$ cat config.mk
export PLATFORM = sky130hd
export DESIGN_NAME = store_result_monitor_flat
export DESIGN_NICKNAME = d
export VERILOG_FILES = /design/src/rtl/store_result_monitor_if.sv /design/src/rtl/store_result_monitor.sv /design/src/flat_wrapper.sv
export SDC_FILE = /design/constraint.sdc
export NUM_CORES = 1
export LEC_CHECK = 0
export ABC_AREA = 1
export CORE_MARGIN = 5
export CORE_UTILIZATION = 49
export CTS_CLUSTER_SIZE = 14
export DETAILED_ROUTE_END_ITERATION = 8
export PLACE_DENSITY = 0.84
export SLEW_MARGIN = 20
export SYNTH_ARGS = -nofsm -noshare
export SYNTH_HDL_FRONTEND = slang
export SYNTH_SLANG_ARGS = --single-unit
export TNS_END_PERCENT = 1
$ cat constraint.sdc
create_clock -name clk -period 4.2 [get_ports clk]
set_input_delay 0.84 -clock clk [delete_from_list [all_inputs] [get_ports clk]]
set_output_delay 0.84 -clock clk [all_outputs]
set_load 0.02 [all_outputs]
$ cat src/rtl/store_result_monitor_if.sv
// Store-port tap and store-log read port shared by the core side and the monitor.
// MemWrite is a per-edge commit strobe with no backpressure; the log head moves on an
// edge where log_valid and log_rd are both 1, and log_rd while log_valid is 0 is ignored.
interface store_result_monitor_if;
  logic        MemWrite;
  logic [31:0] DataAdr;
  logic [31:0] WriteData;
  logic        log_valid;
  logic [31:0] log_adr;
  logic [31:0] log_data;
  logic        log_rd;

  modport master (
    output MemWrite, DataAdr, WriteData, log_rd,
    input  log_valid, log_adr, log_data
  );

  modport slave (
    input  MemWrite, DataAdr, WriteData, log_rd,
    output log_valid, log_adr, log_data
  );
endinterface

$ cat src/rtl/store_result_monitor.sv
// End-of-test monitor: samples committed stores, reaches a PASS/FAIL/TIMEOUT verdict,
// and keeps cycle/store counters plus a small FIFO log of recent stores.
module store_result_monitor #(
  parameter logic [31:0] PASS_ADDR      = 32'd100,
  parameter logic [31:0] PASS_DATA      = 32'd25,
  parameter logic [31:0] ALLOWED_ADDR   = 32'd96,
  parameter int          TIMEOUT_CYCLES = 1000,
  parameter int          LOG_DEPTH      = 4
) (
  input  logic                   clk,
  input  logic                   reset,
  input  logic                   start,
  input  logic                   clear,
  store_result_monitor_if.slave  st,
  output logic                   done,
  output logic                   pass,
  output logic                   fail,
  output logic                   timeout,
  output logic [1:0]             fail_code,
  output logic [31:0]            cycle_count,
  output logic [15:0]            write_count,
  output logic                   log_overflow,
  output logic [2:0]             state_dbg
);

  localparam int          AW          = $clog2(LOG_DEPTH);
  localparam int          PW          = AW + 1;
  localparam logic [31:0] TIMEOUT_LAST = 32'(TIMEOUT_CYCLES - 1);

  typedef enum logic [2:0] {
    S_IDLE    = 3'd0,
    S_RUN     = 3'd1,
    S_PASS    = 3'd2,
    S_FAIL    = 3'd3,
    S_TIMEOUT = 3'd4
  } state_t;

  state_t      state, nxt_state;
  logic [1:0]  code_r, nxt_code;
  logic        sample;

  // A store counts only while running; clear wins over everything on the same edge.
  assign sample = (state == S_RUN) && st.MemWrite && !clear;

  // State register
  always_ff @(posedge clk or negedge reset) begin
    if (!reset) begin
      state  <= S_IDLE;
      code_r <= 2'd0;
    end else begin
      state  <= nxt_state;
      code_r <= nxt_code;
    end
  end

  // Next-state logic
  always_comb begin
    nxt_state = state;
    nxt_code  = code_r;
    if (clear) begin
      nxt_state = S_IDLE;
      nxt_code  = 2'd0;
    end else begin
      case (state)
        S_IDLE: begin
          if (start) nxt_state = S_RUN;
        end
        S_RUN: begin
          if (st.MemWrite && (st.DataAdr == PASS_ADDR)) begin
            if (st.WriteData == PASS_DATA) begin
              nxt_state = S_PASS;
            end else begin
              nxt_state = S_FAIL;
              nxt_code  = 2'd2;
            end
          end else if (st.MemWrite && (st.DataAdr != ALLOWED_ADDR)) begin
            nxt_state = S_FAIL;
            nxt_code  = 2'd1;
          end else if (cycle_count == TIMEOUT_LAST) begin
            nxt_state = S_TIMEOUT;
          end
        end
        default: nxt_state = state;
      endcase
    end
  end

  // Output decode
  always_comb begin
    state_dbg = state;
    pass      = (state == S_PASS);
    fail      = (state == S_FAIL);
    timeout   = (state == S_TIMEOUT);
    done      = pass | fail | timeout;
    fail_code = code_r;
  end

  // Counters run only in RUN, including the edge that leaves it.
  always_ff @(posedge clk or negedge reset) begin
    if (!reset) begin
      cycle_count <= 32'd0;
      write_count <= 16'd0;
    end else if (clear) begin
      cycle_count <= 32'd0;
      write_count <= 16'd0;
    end else if (state == S_RUN) begin
      cycle_count <= cycle_count + 32'd1;
      if (st.MemWrite && (write_count != 16'hFFFF)) write_count <= write_count + 16'd1;
    end
  end

  // Store log FIFO; the extra pointer bit separates full from empty.
  logic [63:0]   mem [LOG_DEPTH];
  logic [PW-1:0] wr_ptr, rd_ptr;
  logic          empty, full, pop, push;

  assign empty = (wr_ptr == rd_ptr);
  assign full  = (wr_ptr[AW] != rd_ptr[AW]) && (wr_ptr[AW-1:0] == rd_ptr[AW-1:0]);
  assign pop   = st.log_rd && !empty && !clear;
  assign push  = sample && (!full || pop);

  always_ff @(posedge clk or negedge reset) begin
    if (!reset) begin
      wr_ptr       <= '0;
      rd_ptr       <= '0;
      log_overflow <= 1'b0;
    end else if (clear) begin
      wr_ptr       <= '0;
      rd_ptr       <= '0;
      log_overflow <= 1'b0;
    end else begin
      if (push) wr_ptr <= wr_ptr + PW'(1);
      if (pop)  rd_ptr <= rd_ptr + PW'(1);
      if (sample && full && !pop) log_overflow <= 1'b1;
    end
  end

  always_ff @(posedge clk) begin
    if (push) mem[wr_ptr[AW-1:0]] <= {st.DataAdr, st.WriteData};
  end

  assign st.log_valid = !empty;
  assign st.log_adr   = mem[rd_ptr[AW-1:0]][63:32];
  assign st.log_data  = mem[rd_ptr[AW-1:0]][31:0];

endmodule

$ cat src/flat_wrapper.sv
// flat-port wrapper written by rule: the top's interface ports become plain ports
module store_result_monitor_flat 
#(
  parameter logic [31:0] PASS_ADDR      = 32'd100,
  parameter logic [31:0] PASS_DATA      = 32'd25,
  parameter logic [31:0] ALLOWED_ADDR   = 32'd96,
  parameter int          TIMEOUT_CYCLES = 1000,
  parameter int          LOG_DEPTH      = 4
)
  (clk, reset, start, clear, done, pass, fail, timeout, fail_code, cycle_count, write_count, log_overflow, state_dbg, st_MemWrite, st_DataAdr, st_WriteData, st_log_rd, st_log_valid, st_log_adr, st_log_data);
  store_result_monitor_if st_i ();
  input  logic clk;
  input  logic reset;
  input  logic start;
  input  logic clear;
  output logic done;
  output logic pass;
  output logic fail;
  output logic timeout;
  output logic [1:0] fail_code;
  output logic [31:0] cycle_count;
  output logic [15:0] write_count;
  output logic log_overflow;
  output logic [2:0] state_dbg;
  input wire logic [$bits(st_i.MemWrite)-1:0] st_MemWrite;
  input wire logic [$bits(st_i.DataAdr)-1:0] st_DataAdr;
  input wire logic [$bits(st_i.WriteData)-1:0] st_WriteData;
  input wire logic [$bits(st_i.log_rd)-1:0] st_log_rd;
  output wire logic [$bits(st_i.log_valid)-1:0] st_log_valid;
  output wire logic [$bits(st_i.log_adr)-1:0] st_log_adr;
  output wire logic [$bits(st_i.log_data)-1:0] st_log_data;
  assign st_i.MemWrite = st_MemWrite;
  assign st_i.DataAdr = st_DataAdr;
  assign st_i.WriteData = st_WriteData;
  assign st_i.log_rd = st_log_rd;
  assign st_log_valid = st_i.log_valid;
  assign st_log_adr = st_i.log_adr;
  assign st_log_data = st_i.log_data;
  store_result_monitor #(.PASS_ADDR(PASS_ADDR), .PASS_DATA(PASS_DATA), .ALLOWED_ADDR(ALLOWED_ADDR), .TIMEOUT_CYCLES(TIMEOUT_CYCLES), .LOG_DEPTH(LOG_DEPTH)) u_core (.clk(clk), .reset(reset), .start(start), .clear(clear), .st(st_i), .done(done), .pass(pass), .fail(fail), .timeout(timeout), .fail_code(fail_code), .cycle_count(cycle_count), .write_count(write_count), .log_overflow(log_overflow), .state_dbg(state_dbg));
endmodule
==> results of run 1 <==
stage by stage:
step	setup slack, ns	setup TNS, ns	hold WS (ns)	utilization
after global placement	0.9756	0	0.4952	0.5868
after floorplan	-0.4352	-83.56	0.5102	-
after detailed placement	0.8880	0	0.5033	0.5868
after global routing	0.1225	0	0.5002	0.6272
final	0.3788	0	0.4233	0.6272
after CTS	0.3290	0	0.4622	0.6271
power by group:
part           switching [mW]  internal (mW)
Combinational           0.741          0.468
Clock                    1.15           1.73
Sequential             0.0514           3.46
state kept, by name (all words and copies together) (netlist names):
signal / cells
u_core.write_count: 16
u_core.fail_code: 2
u_core.wr_ptr: 3
u_core.log_overflow: 1
u_core.state_dbg: 3
u_core.mem: 256
u_core.cycle_count: 32
u_core.rd_ptr: 3
cell usage after synthesis, drive strengths merged (3+ instances only):
| master | count | area share |
|---|---|---|
| clkbuf | 39 | 0.011 |
| edfxtp | 256 | 0.57 |
| o21ai | 165 | 0.061 |
| o22ai | 64 | 0.030 |
| dfrtp | 60 | 0.11 |
| a31oi | 3 | 0.0014 |
| nor3 | 28 | 0.013 |
| a21oi | 18 | 0.0067 |
| nand4 | 18 | 0.0088 |
| nand2 | 161 | 0.046 |
| nor2 | 246 | 0.070 |
| nand3b | 3 | 0.0017 |
| xor2 | 9 | 0.0058 |
| inv | 96 | 0.027 |
| buf | 10 | 0.0037 |
| nand3 | 47 | 0.018 |
| o31ai | 6 | 0.0033 |
| ha | 7 | 0.0065 |
per-layer routing:
metal / vias up / GRT usage
met2: 463 / 0.3683
met3: 49 / 0.04454
met1: 4829 / 0.2863
met4: 2 / 0.05491
met5: - / 0
li1: 4781 / -
critical path: stages, from the launching register on:
cell and delay [ns]:
dfrtp_4 0.64, clkinv_2 0.51, buf_12 0.37, o21ai_0 0.23, o22ai_1 0.14, clkdlybuf4s50_1 0.57
cell type report:
| cell class | count | area, um2 | area share |
|---|---|---|---|
| Clock inverter | 12 | 128.9 | 0.007603 |
| Timing Repair Buffer | 206 | 2085 | 0.1230 |
| Tap cell | 341 | 426.7 | 0.02517 |
| Clock buffer | 47 | 962.2 | 0.05676 |
| Antenna cell | 1 | 2.502 | 0.0001476 |
| Sequential cell | 316 | 9194 | 0.5424 |
| Multi-Input combinational cell | 789 | 3787 | 0.2234 |
| Inverter | 97 | 365.4 | 0.02155 |
cells in the final DEF (no fill, tap or decap), drive strengths merged, types with 10 or more instances in the layout:
cell	n
nor3	28
nand2	161
nor2	246
nand4	18
dfrtp	60
edfxtp	256
inv	97
o22ai	64
a21oi	18
o21ai	165
nand3	47
clkbuf	47
buf	15
clkdlybuf4s50	191
clkinv	10
final timing paths:
kind	to	slack, ns	depth (start not counted)	from
max in group asynchronous	u_core.cycle_count[20]	2.92	2	reset
worst min-delay path	u_core.write_count[11]	0.42	1	reset
min in group clk	u_core.fail_code[1]	0.51	2	u_core.fail_code[1]
worst max-delay path	st_log_adr[13]	0.38	5	u_core.rd_ptr[0]
worst max register to register	u_core.mem[1][60]	1.21	7	u_core.rd_ptr[0]
worst min register to register	u_core.fail_code[1]	0.51	2	u_core.fail_code[1]
cell families after synthesis:
kind of cell	count (synthesis)
compound gates	262
xor+xnor	11
fa+ha+maj	7
buf+inv	146
flops	316
simple gates	509
==> results.cfg, run 1 <==
[place]
finalWeightedCongestion = 0.9215
port_buffers = 192
dp_cells = 1749
dp_hpwl_um = 22290
postPlaceCellArea_um2 = 15860

[route]
drc = 0
dr_wl_met2_um = 16940
first_pass_iters = 6
viasPerCell = 5.596
drt-initial-drc-count = 1061
wl_per_cell_um = 18.97
vias = 10124
dr.max_layer_used = met5
wl_met3_um = 3046
postRouteAntennaNets = 0
totalWireLength_um = 34310
wl_met1_um = 13720

[cts]
clk_path_buf_depth = 3
cts-buffers-inserted = 35
hold_buffers = 0
clock-sinks = 316
cts.clk_slew.worst_paths_ns = 0.06
clockRootBuffer = clkbuf_16
cts_tree = built
cts-resized-gates = 0
post-cts-setup-buffers = 0
htreeDepth = 2
insertion_delay_ns = 0.51

[run_status]
status = completed

[logic_synthesis]
synth-edff-count = 256
synthArstFlopShare = 0.1899
synth_simple_gate_area_frac = 0.1594
ys.flop_type = edfxtp_1
synthXorXnorAreaFrac = 0.007129
yosysWarnings = 0
synth_compound_gate_area_share = 0.1055
syn-num-nets = 1328
synth_area_um2 = 13510
synth_top_family_by_area = simple AND/OR/NAND/NOR gates
synthAdderAreaFrac = 0.006481
synth_cells = 1251
ys_ff_latch = 316
synth_mux_area_frac = 0
seq_area_frac_synth = 0.6799
ys_types = 40
syn_avg_cell_area_um2 = 10.80

[power]
power.density_nw_per_um2 = 448.9
finalPower_mw = 7.610
leakage_nw = 6.062
vdd_drop_max_uv = 252.8

[floorplan]
start_util = 0.5000
dieArea_um2 = 31000
num_rows = 60
coreArea_um2 = 27030
io_pins = 193
die_w_um = 176.1
die_h_um = 176.1

[timing]
finalSetupViolCount = 0
period_minus_slack_ns = 3.821
rsz0062_at_grt = false
fin_skew_ns = 0.01746
finalMaxSlewViolations = 0
hold_viol = 0
tightest_slew_ns = 0.8208
fmax_ghz = 0.2617
fin_crit_sh = 0.9098
slew_headroom = 0.4528

[grt]
grt_first_pass_wirelength_um = 53360
antenna_found_initial = 2
track_usage = 0.2163
first_global_vias = 9854
grt_max_degree = 71
grt-ovfl-total = 0

[finish]
design_area_um2 = 16950
fin_cells = 1809
area_growth_pct = 25.43
drive_gt1_frac = 0.06476
fill_cells = 2053
nNetsFinal = 1522

[worst_setup_path]
critPathLaunchType = register
cp_max_fo = 70
cp.required_ns = 3.36
cp_data_arrival_time_ns = 2.98
timing_worst_setup_path_type = reg -> out
worstSetupEndpointType = primary output

[run]
cap_violations = 0

[min_path]
hold_class = in -> async
(Power assumes the default switching activity.)
==> run 2: changes to the inputs <==
--- a/config.mk
+++ b/config.mk
@@ -6,10 +6,9 @@
 export NUM_CORES = 1
 export LEC_CHECK = 0
 export ABC_AREA = 1
-export CORE_MARGIN = 5
 export CORE_UTILIZATION = 49
-export CTS_CLUSTER_SIZE = 14
 export DETAILED_ROUTE_END_ITERATION = 8
+export MAX_ROUTING_LAYER = met4
 export PLACE_DENSITY = 0.84
 export SLEW_MARGIN = 20
 export SYNTH_ARGS = -nofsm -noshare
==> run 2 against run 1 <==
  * Cell count grew 0.33%
  * Clock-buffer cell count shrank 4
  * Clock power is essentially flat
  * Fmax grew 1.3%
  * Critical path type unchanged
  * Setup slack gained 0.050 ns
  * Largest cell class unchanged
  * Clock skew grew 0.0037 ns
  * Sequential share of layout area shrank 0.18 points
  * Wire length shrank 1.3%
  * Register-to-register slack gained 0.09 ns
==> results.cfg, run 2 (same netlist as run 1, synthesis figures left out) <==
[floorplan]
coreArea_um2 = 27030
die_w_um = 168.1
die_h_um = 168.1
start_util = 0.5000
dieArea_um2 = 28250
num_rows = 60
io_pins = 193

[cts]
htreeDepth = 2
cts_tree = built
clk_path_buf_depth = 3
insertion_delay_ns = 0.52
cts-buffers-inserted = 34
cts-resized-gates = 0
clockRootBuffer = clkbuf_16
clock-sinks = 316
cts.clk_slew.worst_paths_ns = 0.06
post-cts-setup-buffers = 0
hold_buffers = 0

[worst_setup_path]
cp_max_fo = 46
cp_data_arrival_time_ns = 2.93
rr_startpoint = u_core.rd_ptr[0]
cp.required_ns = 3.36
worstSetupEndpointType = primary output
timing_worst_setup_path_type = reg -> out
critPathLaunchType = register
crit_start = u_core.rd_ptr[0]

[route]
first_pass_iters = 8
wl_per_cell_um = 18.66
vias = 10226
drt-initial-drc-count = 974
postRouteAntennaNets = 0
drc = 0
totalWireLength_um = 33870
viasPerCell = 5.634

[finish]
design_area_um2 = 17010
drive_gt1_frac = 0.06803
nNetsFinal = 1523
layout_common_cells = edfxtp_1, nor2_1, clkdlybuf4s50_1
fill_cells = 2007
area_growth_pct = 25.86
largest_reg_flops = 256
mostFrequentLayoutCell = edfxtp_1
final_core_util = 0.6294
fin_cells = 1815

[grt]
first_global_vias = 10059
grt_max_degree = 132
grt_first_pass_wirelength_um = 52830
antenna_found_initial = 3
grt-ovfl-total = 0
track_usage = 0.2454

[power]
p_int_mw = 5.660
clock_power_share = 0.381
leakage_nw = 6.088
power.density_nw_per_um2 = 449.6
p_sw_frac = 0.2600
seqPwrFrac = 0.457
pwr-share-comb = 0.161
vdd_drop_max_uv = 230.1
p_sw_mw = 1.988

[timing]
rsz0062_at_grt = false
fmax_ghz = 0.2652
hold_viol = 0
whs_ns = 0.4406
tns_ns = 0
slew_headroom = 0.4069
tightest_slew_ns = 0.8842
fin_skew_ns = 0.02115
period_minus_slack_ns = 3.771
finalSetupViolCount = 0
fin_crit_sh = 0.8978
finalMaxSlewViolations = 0

[place]
dp_hpwl_um = 21200
dp_cells = 1751
port_buffers = 192
finalWeightedCongestion = 1.021
postPlaceCellArea_um2 = 15910

[run_status]
status = completed

[min_path]
hold_class = in -> async

[run]
cap_violations = 0
run 2: power by group through the flow:
stage | sequential, mW | clock, mW | combinational, mW
floorplan | 3.57 | 0 | 0.621
global placement | 3.56 | 0 | 1.20
detailed placement | 3.56 | 0 | 1.23
CTS | 3.50 | 2.96 | 1.24
global route | 3.50 | 3.07 | 1.32
finish | 3.50 | 2.92 | 1.23
run 2: path summary, 6_finish.rpt:
path	end	depth (start not counted)	slack (ns)
min in group clk	u_core.log_overflow	2	0.49
setup / recovery	st_log_adr[14]	5	0.43
max in group asynchronous	u_core.rd_ptr[0]	2	2.86
hold / removal	u_core.cycle_count[11]	1	0.44
hold reg to reg	u_core.log_overflow	2	0.49
setup reg to reg	u_core.mem[1][41]	7	1.30
run 2: per-layer routing:
layer	track usage	wire, um
met1	0.3034	13560
met2	0.4040	16440
met3	0.04631	2776
met4	0.09091	1090
met5	-	0
run 2: cell type report:
cell class	instances	area, um2	share of cell area
flip-flops and latches	316	9194	0.5405
multi-input cells	789	3787	0.2227
repair buffers	208	2137	0.1256
clock buffers	43	905.9	0.05326
well taps	341	426.7	0.02508
inverters	97	365.4	0.02148
clock inverters	17	182.7	0.01074
diodes	4	10.01	0.0005885
run 2: worst max-delay path: stages, from the launching register on:
cell	delay, ns
dfrtp_4	0.49
clkinv_2	0.46
buf_4	0.39
o21ai_0	0.13
o22ai_1	0.26
clkdlybuf4s50_1	0.68
run 2: per-stage QoR:
stage | worst slack, ns | total power [mW]
4_1_cts | 0.4553 | 7.690
5_1_grt | 0.3329 | 7.896
3_5_place_dp | 0.8498 | 4.786
6_report | 0.4292 | 7.648
2_1_floorplan | -0.4352 | 4.190
3_3_place_gp | 0.9212 | 4.755
==> run 3: changes to the inputs <==
--- a/config.mk
+++ b/config.mk
@@ -7,6 +7,7 @@
 export LEC_CHECK = 0
 export ABC_AREA = 1
 export CORE_UTILIZATION = 49
+export CTS_CLUSTER_DIAMETER = 30
 export DETAILED_ROUTE_END_ITERATION = 8
 export MAX_ROUTING_LAYER = met4
 export PLACE_DENSITY = 0.84
==> run 3 against run 2 <==
  * Clock skew grew 0.00085 ns
  * Combinational power barely moved
  * Largest cell class unchanged
  * Final area increased by 4.6%
  * Register-to-register slack barely moved
  * Clock power up 51%
==> results.cfg, run 3 (same netlist as run 1, synthesis figures left out) <==
[run_status]
status = completed

[finish]
largest_reg_flops = 256
mostFrequentLayoutCell = edfxtp_1
design_area_um2 = 17790
nNetsFinal = 1544
area_growth_pct = 31.64
layout_common_cells = edfxtp_1, nor2_1, clkdlybuf4s50_1
drive_gt1_frac = 0.09145
fill_cells = 1903

[route]
postRouteAntennaNets = 0
drc = 0
wl_per_cell_um = 18.80
vias = 10458
first_pass_iters = 6
totalWireLength_um = 34840
viasPerCell = 5.644
drt-initial-drc-count = 1026

[place]
postPlaceCellArea_um2 = 15910
finalWeightedCongestion = 1.021
dp_hpwl_um = 21200
port_buffers = 192
preCtsSetupSlack_ns = 0.8498

[cts]
post-cts-setup-buffers = 0
cts_tree = built
clockRootBuffer = clkbuf_16
cts-buffers-inserted = 55
cts.clk_slew.worst_paths_ns = 0.05
insertion_delay_ns = 0.57
htreeDepth = 2
clk_path_buf_depth = 3
cts-resized-gates = 0
hold_buffers = 0
clock-sinks = 316

[power]
vdd_drop_max_uv = 313.6
leakage_nw = 6.442
power.density_nw_per_um2 = 514.8

[worst_setup_path]
max_stage_delay_ns = 0.67
rr_startpoint = u_core.rd_ptr[0]
reg2reg_slack_ns = 1.31
timing_worst_setup_path_type = reg -> out
path_buf_inv = 3
path_cells = clkinv_2 -> buf_4 -> o21ai_0 -> o22ai_1 -> clkdlybuf4s50_1
cp.required_ns = 3.36
cp_max_fo = 46
worstSetupEndpointType = primary output
crit_start = u_core.rd_ptr[0]
worst_path_max_delay_cell = clkdlybuf4s50_1
reg2reg_depth = 7
reg2reg_to = u_core.mem[1][31]
cp_data_arrival_time_ns = 2.93
path_delay_family = buffers and inverters
worstSetupEndpoint = st_log_adr[14]
critPathLaunchType = register
path_depth = 5

[timing]
rsz0062_at_grt = false
tns_ns = 0
fmax_ghz = 0.2654
period_minus_slack_ns = 3.768
hold_viol = 0
finalSetupViolCount = 0
final.setup.worst_slack_ns = 0.4320
fin_skew_ns = 0.02200
tightest_slew_ns = 0.8775
slew_headroom = 0.4114
finalMaxSlewViolations = 0
fin_crit_sh = 0.8971

[floorplan]
die_h_um = 168.1
die_w_um = 168.1
coreArea_um2 = 27030
start_util = 0.5000
dieArea_um2 = 28250
num_rows = 60
io_pins = 193

[grt]
top_usage_layer = met2
globalRouteMet1Util = 0.3118
grt_first_pass_wirelength_um = 54210
grt_use_met2 = 0.4112
antenna_found_initial = 1
grt-ovfl-total = 0
grt_max_degree = 132
met3_usage = 0.05148
first_global_vias = 10365
track_usage = 0.2532

[min_path]
hold_class = in -> async

[run]
cap_violations = 0
## run 3: cell type report
class                      instances  area, um2  area share
antenna                            3      7.507   0.0004220
clock buffer                      61       1409     0.07920
clock inverter                    38      462.9     0.02602
inverter                          97      365.4     0.02054
multi-input combinational        789       3787      0.2129
sequential                       316       9194      0.5168
tap                              341      426.7     0.02398
timing repair buffer             208       2137      0.1201
## run 3: per-layer routing
metal | share of wire | up-vias
met1 | 0.39 | 5019
met3 | 0.087 | 94
met5 | 0 | -
met4 | 0.037 | 0
met2 | 0.48 | 492
li1 | - | 4853
## run 3: worst reg2reg max path, cell delays in order (launching register included)
cell,delay [ns]
dfrtp_4,0.43
clkinv_2,0.49
nand2_1,0.24
a21oi_1,0.13
o211ai_1,0.13
nand2_1,0.29
nor2_4,0.60
buf_12,0.28
## run 3: worst min-delay path by stage
| stage | to | slack (ns) | depth (start not counted) |
|---|---|---|---|
| 6_report | u_core.cycle_count[9] | 0.40 | 1 |
| 5_1_grt | u_core.cycle_count[9] | 0.45 | 1 |
| 3_3_place_gp | u_core.log_overflow | 0.47 | 2 |
| 2_1_floorplan | u_core.wr_ptr[2] | 0.51 | 2 |
| 4_1_cts | u_core.cycle_count[9] | 0.41 | 1 |
| 3_5_place_dp | u_core.log_overflow | 0.48 | 2 |
## run 3: metrics by stage
step / util / hold WS [ns] / total power [mW] / instances
after floorplan: - / 0.5102 / 4.190 / 1251
after global placement: 0.5887 / 0.4695 / 4.755 / 1751
after detailed placement: 0.5887 / 0.4804 / 4.786 / 1751
after CTS: 0.6580 / 0.4116 / 9.202 / 1850
after global routing: 0.6581 / 0.4450 / 9.448 / 1851
final: 0.6582 / 0.4015 / 9.158 / 1853
## run 3: power by group
part / total (mW) / switching [mW] / leakage, nW / internal (mW)
clock: 4.41 / 1.55 / 0.889 / 2.86
combinational: 1.24 / 0.765 / 2.41 / 0.475
sequential: 3.50 / 0.0356 / 3.14 / 3.47
